File: src/rtl/vx_lsu_rsp_gather.sv
// -----------------------------------------------------------------------------
// vx_lsu_rsp_gather
// Collects dcache core responses for batched LSU requests and merges them per
// LSU queue entry. Each entry records which lanes are still outstanding; once
// every active lane of an entry has returned, one full-warp response is
// presented on a single registered output slot.
//
// Ports
//   clk, reset    clock, synchronous active-high reset
//   alloc_*       issuer opens queue entry alloc_idx expecting alloc_mask lanes
//   rsp_*         dcache response beat; rsp_tag = {uuid, lsuq_idx, batch_sel}
//   out_*         gathered warp response (valid/ready handshake)
//
// Beat lane mapping: port i of a beat with batch b lands on lane b*NUM_REQS+i.
// Lanes beyond NUM_LANES (ragged last batch) are dropped.
// -----------------------------------------------------------------------------
module vx_lsu_rsp_gather #(
    parameter int NUM_LANES  = 4,
    parameter int NUM_REQS   = 2,
    parameter int QUEUE_SIZE = 8,
    parameter int WORD_SIZE  = 4,
    parameter int UUID_BITS  = 44,
    parameter int QW    = (QUEUE_SIZE > 1) ? $clog2(QUEUE_SIZE) : 1,
    parameter int DW    = 8 * WORD_SIZE,
    parameter int UW    = (UUID_BITS > 0) ? UUID_BITS : 1,
    parameter int NB    = (NUM_LANES + NUM_REQS - 1) / NUM_REQS,
    parameter int BW    = (NB > 1) ? $clog2(NB) : 1,
    parameter int TAG_W = UW + QW + BW
) (
    input  logic                      clk,
    input  logic                      reset,
    input  logic                      alloc_valid,
    input  logic [QW-1:0]             alloc_idx,
    input  logic [NUM_LANES-1:0]      alloc_mask,
    input  logic                      rsp_valid,
    input  logic [NUM_REQS-1:0]       rsp_mask,
    input  logic [NUM_REQS*DW-1:0]    rsp_data,
    input  logic [TAG_W-1:0]          rsp_tag,
    output logic                      rsp_ready,
    output logic                      out_valid,
    output logic [QW-1:0]             out_idx,
    output logic [UW-1:0]             out_uuid,
    output logic [NUM_LANES-1:0]      out_mask,
    output logic [NUM_LANES*DW-1:0]   out_data,
    input  logic                      out_ready
);

    logic [NUM_LANES-1:0] pending_q [QUEUE_SIZE];
    logic [NUM_LANES-1:0] mask_q    [QUEUE_SIZE];
    logic [DW-1:0]        data_q    [QUEUE_SIZE][NUM_LANES];

    logic [BW-1:0]          rsp_batch;
    logic [QW-1:0]          rsp_idx;
    logic [UW-1:0]          rsp_uuid;
    logic                   rsp_fire;
    logic [NUM_LANES-1:0]   hit;
    logic [DW-1:0]          beat_data [NUM_LANES];
    logic [NUM_LANES-1:0]   cur_pending;
    logic                   entry_live;
    logic                   beat_bad;
    logic                   beat_upd;
    logic                   complete;
    logic [NUM_LANES*DW-1:0] merged;

    assign rsp_batch = rsp_tag[BW-1:0];
    assign rsp_idx   = rsp_tag[BW +: QW];
    assign rsp_uuid  = rsp_tag[TAG_W-1 -: UW];

    // Single output slot: a stalled result blocks all further beats.
    assign rsp_ready = !out_valid || out_ready;
    assign rsp_fire  = rsp_valid && rsp_ready;

    assign cur_pending = pending_q[rsp_idx];
    assign entry_live  = (cur_pending != '0);

    always_comb begin
        hit = '0;
        for (int l = 0; l < NUM_LANES; l++) begin
            beat_data[l] = '0;
            for (int i = 0; i < NUM_REQS; i++) begin
                if (rsp_mask[i] && (int'(rsp_batch) * NUM_REQS + i == l)) begin
                    hit[l]       = 1'b1;
                    beat_data[l] = rsp_data[i*DW +: DW];
                end
            end
        end
    end

    // A beat touching an already-returned lane is discarded as a whole so a
    // protocol error cannot corrupt a partially gathered entry. Beats to idle
    // entries fall out the same way (nothing is pending).
    assign beat_bad = rsp_fire && entry_live && ((hit & ~cur_pending) != '0);
    assign beat_upd = rsp_fire && entry_live && !beat_bad;
    assign complete = beat_upd && (hit != '0) && ((cur_pending & ~hit) == '0);

    always_comb begin
        merged = '0;
        for (int l = 0; l < NUM_LANES; l++) begin
            merged[l*DW +: DW] = hit[l] ? beat_data[l] : data_q[rsp_idx][l];
        end
    end

    always_ff @(posedge clk) begin
        if (reset) begin
            for (int q = 0; q < QUEUE_SIZE; q++) begin
                pending_q[q] <= '0;
                mask_q[q]    <= '0;
                for (int l = 0; l < NUM_LANES; l++) begin
                    data_q[q][l] <= '0;
                end
            end
            out_valid <= 1'b0;
            out_idx   <= '0;
            out_uuid  <= '0;
            out_mask  <= '0;
            out_data  <= '0;
        end else begin
            if (beat_upd) begin
                pending_q[rsp_idx] <= cur_pending & ~hit;
                for (int l = 0; l < NUM_LANES; l++) begin
                    if (hit[l]) begin
                        data_q[rsp_idx][l] <= beat_data[l];
                    end
                end
            end

            if (alloc_valid) begin
                pending_q[alloc_idx] <= alloc_mask;
                mask_q[alloc_idx]    <= alloc_mask;
                for (int l = 0; l < NUM_LANES; l++) begin
                    data_q[alloc_idx][l] <= '0;
                end
            end

            // A completion on the handshake edge replaces the consumed result.
            if (complete) begin
                out_valid <= 1'b1;
                out_idx   <= rsp_idx;
                out_uuid  <= rsp_uuid;
                out_mask  <= mask_q[rsp_idx];
                out_data  <= merged;
            end else if (out_ready) begin
                out_valid <= 1'b0;
            end
        end
    end

    logic alloc_busy;
    logic alloc_clash;

    assign alloc_busy  = alloc_valid && (pending_q[alloc_idx] != '0);
    assign alloc_clash = alloc_valid && rsp_fire && (alloc_idx == rsp_idx);

    a_alloc_busy:  assert property (@(posedge clk) disable iff (reset) !alloc_busy);
    a_beat_bad:    assert property (@(posedge clk) disable iff (reset) !beat_bad);
    a_alloc_clash: assert property (@(posedge clk) disable iff (reset) !alloc_clash);

endmodule

File: config.mk
export PLATFORM = sky130hd
export DESIGN_NAME = vx_lsu_rsp_gather
export DESIGN_NICKNAME = d
export VERILOG_FILES = /design/src/rtl/vx_lsu_rsp_gather.sv
export SDC_FILE = /design/constraint.sdc
export NUM_CORES = 2
export LEC_CHECK = 0
export BUFFER_PORTS_ARGS = -buffer_cell sky130_fd_sc_hd__buf_2
export CAP_MARGIN = 20
export CORE_MARGIN = 5
export CORE_UTILIZATION = 30
export CTS_CLUSTER_DIAMETER = 50
export DETAILED_ROUTE_END_ITERATION = 6
export HOLD_SLACK_MARGIN = 0.02
export RECOVER_POWER = 100
export SLEW_MARGIN = 0
export SYNTH_ARGS = -nofsm -noshare
export SYNTH_HDL_FRONTEND = slang
export SYNTH_SLANG_ARGS = --single-unit
File: constraint.sdc
create_clock -name clk -period 2.8 [get_ports clk]
set_clock_uncertainty 0.05 [all_clocks]
set_input_delay 0.28 -clock clk [delete_from_list [all_inputs] [get_ports clk]]
set_output_delay 0.28 -clock clk [all_outputs]
set_load 0.01 [all_outputs]
==> impl_metrics.env <==
export IMPL_outcome="finished, violations left"
export IMPL_violations="design-rule violations"
export IMPL_io_buffers=306
export IMPL_critPathTopFamily="simple AND/OR/NAND/NOR gates"
export IMPL_synth_avg_cell_area_um2=8.37
export IMPL_grt_first_pass_wirelength_um=336000
export IMPL_n_fill_cell=17843
export IMPL_drive_above_1_share_pct=13.7
export IMPL_vias_per_cell=5.83
export IMPL_crit_path_max_incr_delay_ns=0.56
export IMPL_first_iter_violations=6567
export IMPL_ys_ff_latch=1268
export IMPL_cts_tree="built"
export IMPL_startpoint_type="flop"
export IMPL_pin_count=307
export IMPL_hpwl_um=146000
export IMPL_synthFlopType="dfxtp_1"
export IMPL_ys_warn_count=0
export IMPL_synthToLayoutAreaGrowth_pct=24.4
export IMPL_power_frac_clock_pct=47.5
export IMPL_path_clk_slew_ns=0.06
export IMPL_layout_common_cells="1,327 x nand3_1, 1,204 x dfxtp_1, 744 x nand2_1"
export IMPL_final_max_slew_viol_count=0
export IMPL_ant_nets=0
export IMPL_finalSetupViolations=0
export IMPL_crit_slowest_cell="or4_4"
export IMPL_die_area_um2=187000
export IMPL_nNetsFinal=6809
export IMPL_whs_ns=0.162
export IMPL_multi_input_area_um2=24600
export IMPL_numCtsBuffers=138
export IMPL_combPwrFrac_pct=7.2
export IMPL_setup_tns_final_ns=0
export IMPL_cp_max_fo=7
export IMPL_hold_viol_final=0
export IMPL_drc_errors=8
export IMPL_first_global_vias=50879
export IMPL_period_share_pct=99.8
export IMPL_die_w_um=433
export IMPL_postLayoutCoreUtil_pct=37.4
export IMPL_cap_viol_max_count=0
export IMPL_cts_max_level=4
export IMPL_hold_path_class="input pin to flop"
export IMPL_power_total_mw=40.6
export IMPL_synth_top_area_share_pct=44.9
export IMPL_pre_cts_slack_ns=-0.422
export IMPL_coreArea_um2=178000
export IMPL_synthCells=6410
export IMPL_row_count=155
export IMPL_crit_chain="mux2_4 > a21oi_4 > o22ai_2 > or2_4 > or4_4 > a21oi_4 > buf_12 > buf_16 > buf_8 > mux2i_2"
export IMPL_wire_per_inst_um=25.2
export IMPL_synthTopCellsByArea="dfxtp_1 45%, nand3_1 13%, o21ai_0 5.5%"
export IMPL_synth_edff_count=64
export IMPL_insertion_delay_ns=0.81
export IMPL_cp_num_buf_inv=3
export IMPL_grt_overflow=0
export IMPL_grt_max_degree=225
export IMPL_ys_seq_area_share_pct=48.5
export IMPL_drtPass1Iterations=7
export IMPL_die_y_um=433
export IMPL_cpMostUsedCell="a21oi_4"
export IMPL_rsz0062_at_grt="true"
export IMPL_cp_required_ns=3.47
export IMPL_clockBufferDepth=3
export IMPL_power_switching_mw=10.2
export IMPL_max_slew_worst_pin_slew_ns=1.24
export IMPL_antenna_found_initial=12
export IMPL_final_common_cell="nand3_1"
export IMPL_setup_worst_path_class="flop to flop"
export IMPL_synth_nets=6536
export IMPL_fin_crit_ns=2.79
export IMPL_cts_root_buf="clkbuf_16"
export IMPL_critPathCaptureType="flop"
export IMPL_syn_area_um2=53600
export IMPL_vias=53307
export IMPL_p_leak_nw=23.9
export IMPL_fin_ws_ns=0.00564
export IMPL_grt_usage_pct=23.5
export IMPL_slew_headroom_pct=17.2
export IMPL_seqCellArea_um2=26000
export IMPL_peakVddDrop_v=0.000539
export IMPL_cts_sinks=1268
export IMPL_sw_frac_of_total_pct=25.2
export IMPL_drt_wl_total_um=230000
export IMPL_critical_path_arrival_ns=3.47
export IMPL_seq_power_share_pct=45.3
export IMPL_cellPowerDensity_nw_per_um2=608
export IMPL_initial_utilization_pct=30.1
export IMPL_async_flop_share_pct=0
export IMPL_synth_top_cell_by_area="dfxtp_1"
export IMPL_gp_congestion=0.882
export IMPL_max_freq_mhz=358
export IMPL_ys_types=58
export IMPL_p_int_mw=30.3
tightest hold or removal path, stage by stage:
cell and delay, ns:
buf_4 0.15, buf_4 0.22, a221o_1 0.17, mux2i_1 0.06, o32ai_1 0.09
sequential cells by signal, summed over array words and instances, names as in the netlist:
signal / flops
data_q: 1024
mask_q: 32
out_data: 128
out_idx: 3
out_mask: 4
out_uuid: 44
out_valid: 1
pending_q: 32
stage by stage:
step | cell area [um^2] | instances
2_1_floorplan | 53600 | 6410
3_3_place_gp | 61000 | 8776
3_5_place_dp | 61000 | 8776
4_1_cts | 67000 | 9134
5_1_grt | 66700 | 9146
6_report | 66700 | 9149
cell usage after synthesis, drive strengths merged, types with 8 or more instances:
library cell and instances:
nand3 1344, dfxtp 1204, nor2b 9, buf 224, a21oi 528, and2 14, nor3 8, mux2 26
nand4 58, a221oi 73, clkbuf 527, inv 102, o21ai 594, a22o 72, mux2i 200, mux4 25
a22oi 254, o32ai 64, a222oi 24, edfxtp 64, and3 27, nor4 8, o211ai 37, o21bai 32
a31oi 13, nor2 50, nand2 750, a41oi 14
cells by family after synthesis:
logic type,count (synthesis),share of synthesized area [%]
AO/OA/AOI/OAI,1753,20.0
buffers and inverters,853,6.29
AND/OR/NAND/NOR,2285,19.8
flip-flops,1268,48.5
multiplexers,251,5.34
final timing paths:
check,slack [ns],depth (start not counted),endpoint,from
hold / removal,0.16,5,out_data[1],rsp_tag[3]
setup reg to reg,0.006,10,out_uuid[38],pending_q[5][3]
hold reg to reg,0.41,2,out_uuid[36],out_uuid[36]
setup / recovery,0.006,10,out_uuid[38],pending_q[5][3]
what timing repair did:
item / 4_1_cts / 5_1_grt
hold buffers: 114 / 0
setup endpoints to repair: 628 / 358
gates cloned: 0 / 4
resized for setup: 7 / 39
endpoints found under the hold margin: 1201 / 0
setup buffers: 0 / 5
pin swaps: 0 / 5
power by group through the flow:
stage / clock network [mW] / registers (mW) / logic (mW)
after global routing: 20.2 / 18.4 / 3.01
after global placement: 0 / 18.8 / 2.63
after floorplan: 0 / 18.8 / 1.32
after CTS: 19.4 / 18.4 / 2.80
after detailed placement: 0 / 18.8 / 2.65
final: 19.3 / 18.4 / 2.90
metal layers:
metal  track usage, %  up-vias  wire length, um
li1                 -    23760                -
met1             29.5    25754            87600
met2             38.7     3147           108000
met3             4.00      646            22000
met4             12.0        0            12800
met5                0        -                0
final cells by class:
cell class	count	share of cell area, %
Sequential cell	1268	39.0
Timing Repair Buffer	884	11.9
Tap cell	2355	4.42
Clock inverter	53	1.13
Multi-Input combinational cell	4289	36.9
Inverter	102	0.585
Antenna cell	7	0.0262
Clock buffer	191	6.05
No activity file was read; power rests on OpenSTA's default activity.
